## src/rtl/sevenseg_scan_n.sv

```systemverilog
// Multiplexed seven-segment scanner for NDIGITS common-anode digits.
// A prescaler divides each digit slot into DIVIDE cycles. The first GUARD
// cycles of every slot keep all anodes off to suppress ghosting. Every output
// is registered, so the outputs after an edge reflect the state and inputs
// sampled at that edge.
module sevenseg_scan_n #(
  parameter int NDIGITS = 8,
  parameter int DIVIDE  = 100000,
  parameter int GUARD   = 1
) (
  input  logic                   clk,
  input  logic                   rst,
  input  logic [4*NDIGITS-1:0]   data,
  input  logic [NDIGITS-1:0]     dp,
  input  logic [NDIGITS-1:0]     blank,
  input  logic                   hex_mode,
  input  logic                   lz_en,
  output logic [6:0]             segs_n,
  output logic                   dp_n,
  output logic [NDIGITS-1:0]     an_n
);

  localparam int IW = (NDIGITS > 1) ? $clog2(NDIGITS) : 1;
  localparam int PW = $clog2(DIVIDE);
  localparam logic [PW-1:0] PC_LAST  = PW'(DIVIDE - 1);
  localparam logic [IW-1:0] IDX_LAST = IW'(NDIGITS - 1);
  localparam logic [6:0]    SEG_OFF  = 7'b1111111;
  localparam logic [6:0]    SEG_DASH = 7'b0111111;

  logic [PW-1:0]      r_pcount;
  logic [IW-1:0]      r_idx;

  logic [NDIGITS-1:0] w_nz;
  logic [NDIGITS-1:0] w_upper_zero;
  logic [NDIGITS-1:0] w_lz;
  logic [NDIGITS-1:0] w_an_sel;
  logic               w_guard;
  logic [3:0]         w_val;
  logic               w_blank;
  logic               w_dp;
  logic               w_lz_sel;
  logic [6:0]         w_glyph;
  logic [6:0]         w_segs_next;
  logic               w_dpn_next;

  // Prescaler and digit index; the index advances on the last cycle of a slot.
  always_ff @(posedge clk) begin
    if (rst) begin
      r_pcount <= '0;
      r_idx    <= '0;
    end else if (r_pcount == PC_LAST) begin
      r_pcount <= '0;
      r_idx    <= (r_idx == IDX_LAST) ? '0 : r_idx + 1'b1;
    end else begin
      r_pcount <= r_pcount + 1'b1;
    end
  end

  // Per-digit helpers: zero detect, "this and all higher digits are zero",
  // leading-zero flag, and the one-hot anode select for the current index.
  generate
    for (genvar gi = 0; gi < NDIGITS; gi++) begin : g_digit
      assign w_nz[gi]     = |data[4*gi +: 4];
      assign w_an_sel[gi] = (r_idx == IW'(gi));
      if (gi == NDIGITS - 1) begin : g_top
        assign w_upper_zero[gi] = ~w_nz[gi];
      end else begin : g_mid
        assign w_upper_zero[gi] = ~w_nz[gi] & w_upper_zero[gi+1];
      end
      if (gi == 0) begin : g_lsd
        // The least significant digit always shows, so a value of 0 reads "0".
        assign w_lz[gi] = 1'b0;
      end else begin : g_msd
        assign w_lz[gi] = lz_en & w_upper_zero[gi];
      end
    end
  endgenerate

  // Guard window at slot start; with GUARD=0 the anodes are never forced off.
  generate
    if (GUARD == 0) begin : g_no_guard
      assign w_guard = 1'b0;
    end else begin : g_guard
      assign w_guard = (r_pcount < PW'(GUARD));
    end
  endgenerate

  // Pick the current digit's value and per-digit flags by index.
  always_comb begin
    w_val    = '0;
    w_blank  = 1'b0;
    w_dp     = 1'b0;
    w_lz_sel = 1'b0;
    for (int k = 0; k < NDIGITS; k++) begin
      if (r_idx == IW'(k)) begin
        w_val    = data[4*k +: 4];
        w_blank  = blank[k];
        w_dp     = dp[k];
        w_lz_sel = w_lz[k];
      end
    end
  end

  // Glyph decode (gfedcba, active low); 10-15 show letters or a dash.
  always_comb begin
    w_glyph = SEG_OFF;
    case (w_val)
      4'h0: w_glyph = 7'b1000000;
      4'h1: w_glyph = 7'b1111001;
      4'h2: w_glyph = 7'b0100100;
      4'h3: w_glyph = 7'b0110000;
      4'h4: w_glyph = 7'b0011001;
      4'h5: w_glyph = 7'b0010010;
      4'h6: w_glyph = 7'b0000010;
      4'h7: w_glyph = 7'b1111000;
      4'h8: w_glyph = 7'b0000000;
      4'h9: w_glyph = 7'b0010000;
      4'hA: w_glyph = hex_mode ? 7'b0001000 : SEG_DASH;
      4'hB: w_glyph = hex_mode ? 7'b0000011 : SEG_DASH;
      4'hC: w_glyph = hex_mode ? 7'b1000110 : SEG_DASH;
      4'hD: w_glyph = hex_mode ? 7'b0100001 : SEG_DASH;
      4'hE: w_glyph = hex_mode ? 7'b0000110 : SEG_DASH;
      4'hF: w_glyph = hex_mode ? 7'b0001110 : SEG_DASH;
    endcase
  end

  // Blank overrides everything; leading-zero suppression only hides segments.
  always_comb begin
    w_segs_next = (w_blank | w_lz_sel) ? SEG_OFF : w_glyph;
    w_dpn_next  = w_blank ? 1'b1 : ~w_dp;
  end

  // Output registers; reset turns the whole display dark.
  always_ff @(posedge clk) begin
    if (rst) begin
      an_n   <= '1;
      segs_n <= SEG_OFF;
      dp_n   <= 1'b1;
    end else begin
      an_n   <= w_guard ? '1 : ~w_an_sel;
      segs_n <= w_segs_next;
      dp_n   <= w_dpn_next;
    end
  end

endmodule

```

## config.mk

```make
export PLATFORM = sky130hd
export DESIGN_NAME = sevenseg_scan_n
export DESIGN_NICKNAME = d
export VERILOG_FILES = /design/src/rtl/sevenseg_scan_n.sv
export SDC_FILE = /design/constraint.sdc
export NUM_CORES = 1
export LEC_CHECK = 0
export ABC_CLOCK_PERIOD_IN_PS = 3600
export BUFFER_PORTS_ARGS = -buffer_cell sky130_fd_sc_hd__clkbuf_2
export CORE_UTILIZATION = 39
export CTS_CLUSTER_DIAMETER = 100
export DETAILED_ROUTE_END_ITERATION = 10
export PLACE_DENSITY_LB_ADDON = 0.2
export SYNTH_ARGS = -nofsm -noshare
export SYNTH_HDL_FRONTEND = slang
export SYNTH_SLANG_ARGS = --single-unit
export TNS_END_PERCENT = 20
```

## constraint.sdc

```tcl
create_clock -name clk -period 3.6 [get_ports clk]
set_clock_uncertainty 0.2 [all_clocks]
set_input_delay 0.18 -clock clk [delete_from_list [all_inputs] [get_ports clk]]
set_output_delay 0.18 -clock clk [all_outputs]
set_load 0.05 [all_outputs]
```

## Word-level counts from Yosys, hierarchy flattened

Cells that the tools add are included.

- Flip-flop bits (word level): 36
- Input bits: 52
- Word-level logic and storage cells: 106

- Add/subtract/negate cells: 2
- Magnitude comparators: 1
- Equal/unequal tests: 23
- Multiplexer cells: 39
- Bitwise operators: 23
- Reduce and logical (&&, ||, !) cells: 13

Operators with widths:

| kind | number |
|---|---|
| $pmux W7 S16 | 1 |
| $eq A4 B4 Y1 const B | 8 |
| $mux W4 | 8 |
| $reduce_or A4 Y1 | 7 |
| $mux W6 | 4 |
| $mux W1 | 23 |
| $add A17 B1 Y17 const B | 1 |
| $eq A17 B17 Y1 const B | 1 |
| $lt A17 B1 Y1 const B | 1 |
| $eq A4 B3 Y1 const B | 4 |
| $and A1 B1 Y1 | 13 |
| $eq A3 B3 Y1 const B | 4 |
| $eq A4 B2 Y1 const B | 2 |
| $not A1 Y1 | 8 |
| $not A8 Y8 | 1 |
| $reduce_or A2 Y1 | 4 |
| $mux W7 | 1 |
| $eq A3 B2 Y1 const B | 2 |
| $mux W5 | 1 |
| $eq A4 B1 Y1 const B | 1 |
| $logic_not A4 Y1 | 1 |
| $add A3 B1 Y3 const B | 1 |
| $eq A3 B1 Y1 const B | 1 |
| $logic_not A3 Y1 | 1 |
| other kinds (2) | 2 |

## Logic depth before layout (Yosys ltp)

- Depth in word-level cells: 18
- Depth in mapped cells: 12
- Depth with buffers taken out: 9

## Least setup slack after synthesis

No wires, ideal clock.

- Path kind: reg-to-reg
- Start: register r_idx[2]
- End: register segs_n[0]
- Arrival: 2449 ps
- Required time: 3284 ps
- Path slack: 835 ps
- Cell stages (with the launch flop): 11
- Clock period less this slack: 2765 ps
- Path through: dfxtp_1 -> clkbuf_1 -> inv_1 -> ha_1 -> or3b_1 -> a222oi_1 -> a22oi_1 -> o31a_1 -> nor2_1 -> o21ai_0 -> a31o_2

- Word-level cells in the longest chain between the ends: 11
- Elaborated cells on any way between the ends: 50
- Classes of those cells: eq/ne (22); mux (24); bitwise (1); reduce/logical (3)

Ends and longest elaborated chain:

| item | RTL line | source |
|---|---|---|
| start, declared | 31 | `logic [IW-1:0] r_idx;` |
| start signal, assigned | 53 | `r_idx <= (r_idx == IDX_LAST) ? '0 : r_idx + 1'b1;` |
| $logic_not A3 Y1 | 95 | `if (r_idx == IW'(k)) begin` |
| $mux W4 or $mux W1 (tied branches) (8 in series) | 95 |  |
| $eq A4 B4 Y1 (tied with other cells) | 107 | `case (w_val)` |
| $pmux W7 S16 or $reduce_or A2 Y1 (tied branches) | -- |  |
| end signal, assigned | 141 | `segs_n <= w_segs_next;` |
| end, declared | 18 | `output logic [6:0] segs_n,` |

Several ways; a longest one is shown, not always the timed one.
A chain may end at the register's enable or synchronous reset.

## Worst setup path after layout

- Start: register r_idx[0]
- End: register segs_n[5]

Same word-level chain as after synthesis.

==> flow_summary.ini <==
[routing]
wl_per_cell_um = 12.6
drtIter0Drc = 177
vias = 2281
vias_per_cell = 5.18
drtAntennaViolNets = 0
drt_drc_violations_left = 0
dr.pass1.iters = 4
routed_wl_mm = 5.56

[finish]
layout_commonest_cell = clkbuf_2
postLayoutCellArea_mm2 = 0.00279
final_cells = 440
fin_nets = 427
area_growth_pct = 22.8
final_cell_mix = clkbuf_2 (67), nand2_1 (40), dfxtp_1 (36), nor2_1 (31), a21oi_1 (20)
drive_gt1_share_pct = 23.1
fin_util_pct = 50.1
antenna_cells = 0

[logic_synthesis]
synthArstFlopShare_pct = 0
postSynthCellCount = 303
synth_edf_count = 0
yosysUniqueCellTypes = 50
syn_nets = 362
synth_area_mm2 = 0.00227
ys.flop_type = dfxtp_1
synth_area_leader_cell = dfxtp_1
syn_area_per_cell_um2 = 7.50
synth_area_leaders = dfxtp_1 (32%), nand2_1 (6.6%), nor2_1 (5.1%)
seq_area_frac_synth_pct = 31.7
yosysWarnings = 0
synth_top_area_share_pct = 31.7
ys_seq_elements = 36

[worst_setup_path]
reg2reg_slack_ns = 0.74
r2r_start = r_idx[0]$_SDFFE_PP0P_
arrival_ns = 2.87
r2r-end = segs_n[5]$_SDFF_PP1_
worstPathRequired_ns = 3.61
criticalPathCategory = flop to flop
start_kind = flop
critPathMaxFanout = 9
r2r_cells = 9
endpoint_kind = flop

[global_routing]
globalRouteOverflowTotal = 0
grtUsageTotal_pct = 19.2
first_global_vias = 2134
antenna_found_initial = 0
grt_pass1_wl_mm = 9.29
grt_max_degree = 29

[pwr]
pwr-share-comb_pct = 15.6
intPower_uw = 632
p_switching_uw = 215
seqPwrFrac_pct = 48.7
total_power_uw = 846
p_leak_nw = 1.16
ir_worst_vdd_mv = 0.221
switching_share_pct = 25.4
power_frac_clock_pct = 35.7
powerDensity_mw_per_mm2 = 303

[sta]
period_needed_ns = 2.86
timing.hold.ws_ns = 0.0590
relSlewSlack_pct = 58.6
fmax_mhz = 350
fin_ws_ns = 0.743
report.final.slew_viol_count = 0
final_hold_viol_count = 0
setup_viol = 0
setup_tns_ns = 0
post-route-period-util_pct = 79.4
rsz0062_at_grt = no
tightest_slew_ns = 0.621

[clock_tree]
htree_num_levels = 2
cts_tree = built
root_buffer = clkbuf_8
clockBufferDepth = 2
numCtsBuffers = 5
cts_sinks = 36
clock_latency_ns = 0.28
path_clk_slew_ns = 0.07
ctsResizeCount = 0

[floorplanning]
ios = 68
fp.dieH_um = 78.4
num_rows = 27
core-area_mm2 = 0.00557
initial_core_util_pct = 40.8
die_w_um = 78.4
dieArea_mm2 = 0.00614

[placed_design]
post_dp_cell_area_mm2 = 0.00267
dpl.hpwl_mm = 4.30
place_ws_ns = 0.779
port_buffers = 67
dpl.cell_count = 430
routabilityCongestion = 0.808

[worst_hold_path]
hold_depth = 3
hold-path-endpoint = segs_n[0]$_SDFF_PP1_
min_from = hex_mode
hp-class = input pin to flop

[status]
status = finished clean

[run]
maxCapViolations = 0
==> flip-flops by register name, summed over array words and instances, names as in the netlist <==
signal / flops
an_n: 8
dp_n: 1
r_idx: 3
r_pcount: 17
segs_n: 7
==> kinds of logic (layout without fill, tap and decap cells) <==
family | after synthesis | count (layout) | share of synthesized area [%]
and+or+nand+nor | 136 | 136 | 29.0
buffers and inverters | 29 | 94 | 5.39
AOI/OAI and AO/OA | 78 | 78 | 23.3
muxes | 2 | 2 | 0.936
xor gates and xnor gates | 15 | 15 | 5.78
adders and majority gates | 7 | 7 | 3.85
DFF | 36 | 36 | 31.7
==> per-layer routing <==
layer | GRT usage, % | wire length [um] | vias up
li1 | - | - | 1201
met1 | 23.5 | 2520 | 1018
met2 | 32.9 | 2700 | 52
met3 | 3.37 | 256 | 10
met4 | 7.96 | 93 | 0
met5 | 0 | 0 | -
==> synth_stat cells (all sizes together) (7+ instances only) <==
cell	number
ha	7
dfxtp	36
nor2	31
nand2	40
nor4	7
xor2	9
nor2b	12
inv	10
o21ai	15
a21oi	20
nand3	15
clkbuf	12
and2	7
buf	7
o211ai	9
==> layout make-up <==
| class | instances | area (um^2) |
|---|---|---|
| clock buffers | 7 | 96.3 |
| fillers | 571 | 2780 |
| inverters | 10 | 37.5 |
| multi-input cells | 238 | 1430 |
| flip-flops and latches | 36 | 721 |
| well taps | 72 | 90.1 |
| repair buffers | 77 | 418 |
==> worst max-delay path: stages (launching register included) <==
cell      delay [ns]
dfxtp_1         0.40
ha_1            0.21
ha_1            0.16
or3b_1          0.38
a222oi_1        0.25
a22oi_1         0.22
o31ai_4         0.47
nand2_1         0.13
a211o_1         0.30
o211ai_1        0.08
==> power groups by stage <==
stage	clock, mW	combinational, mW	sequential [mW]
floorplan	0	0.0545	0.443
finish	0.303	0.132	0.412
detailed placement	0	0.129	0.421
CTS	0.314	0.132	0.412
global route	0.333	0.144	0.413
global placement	0	0.129	0.421
==> worst max path at each step <==
stage | cells after the start | slack (ns) | to | from
2_1_floorplan | 10 | 0.84 | segs_n[0]$_SDFF_PP1_ | r_idx[2]$_SDFFE_PP0P_
3_3_place_gp | 9 | 0.88 | segs_n[5]$_SDFF_PP1_ | r_idx[0]$_SDFFE_PP0P_
3_5_place_dp | 9 | 0.78 | segs_n[5]$_SDFF_PP1_ | r_idx[0]$_SDFFE_PP0P_
4_1_cts | 9 | 0.78 | segs_n[5]$_SDFF_PP1_ | r_idx[0]$_SDFFE_PP0P_
5_1_grt | 9 | 0.56 | segs_n[5]$_SDFF_PP1_ | r_idx[0]$_SDFFE_PP0P_
6_report | 9 | 0.74 | segs_n[5]$_SDFF_PP1_ | r_idx[0]$_SDFFE_PP0P_
==> timing repair <==
item / in CTS / in global routing
hold buffers: 3 / 0
endpoints found under the hold margin: 4 / 0
setup buffers: 0 / 0
(Power assumes the default switching activity.)
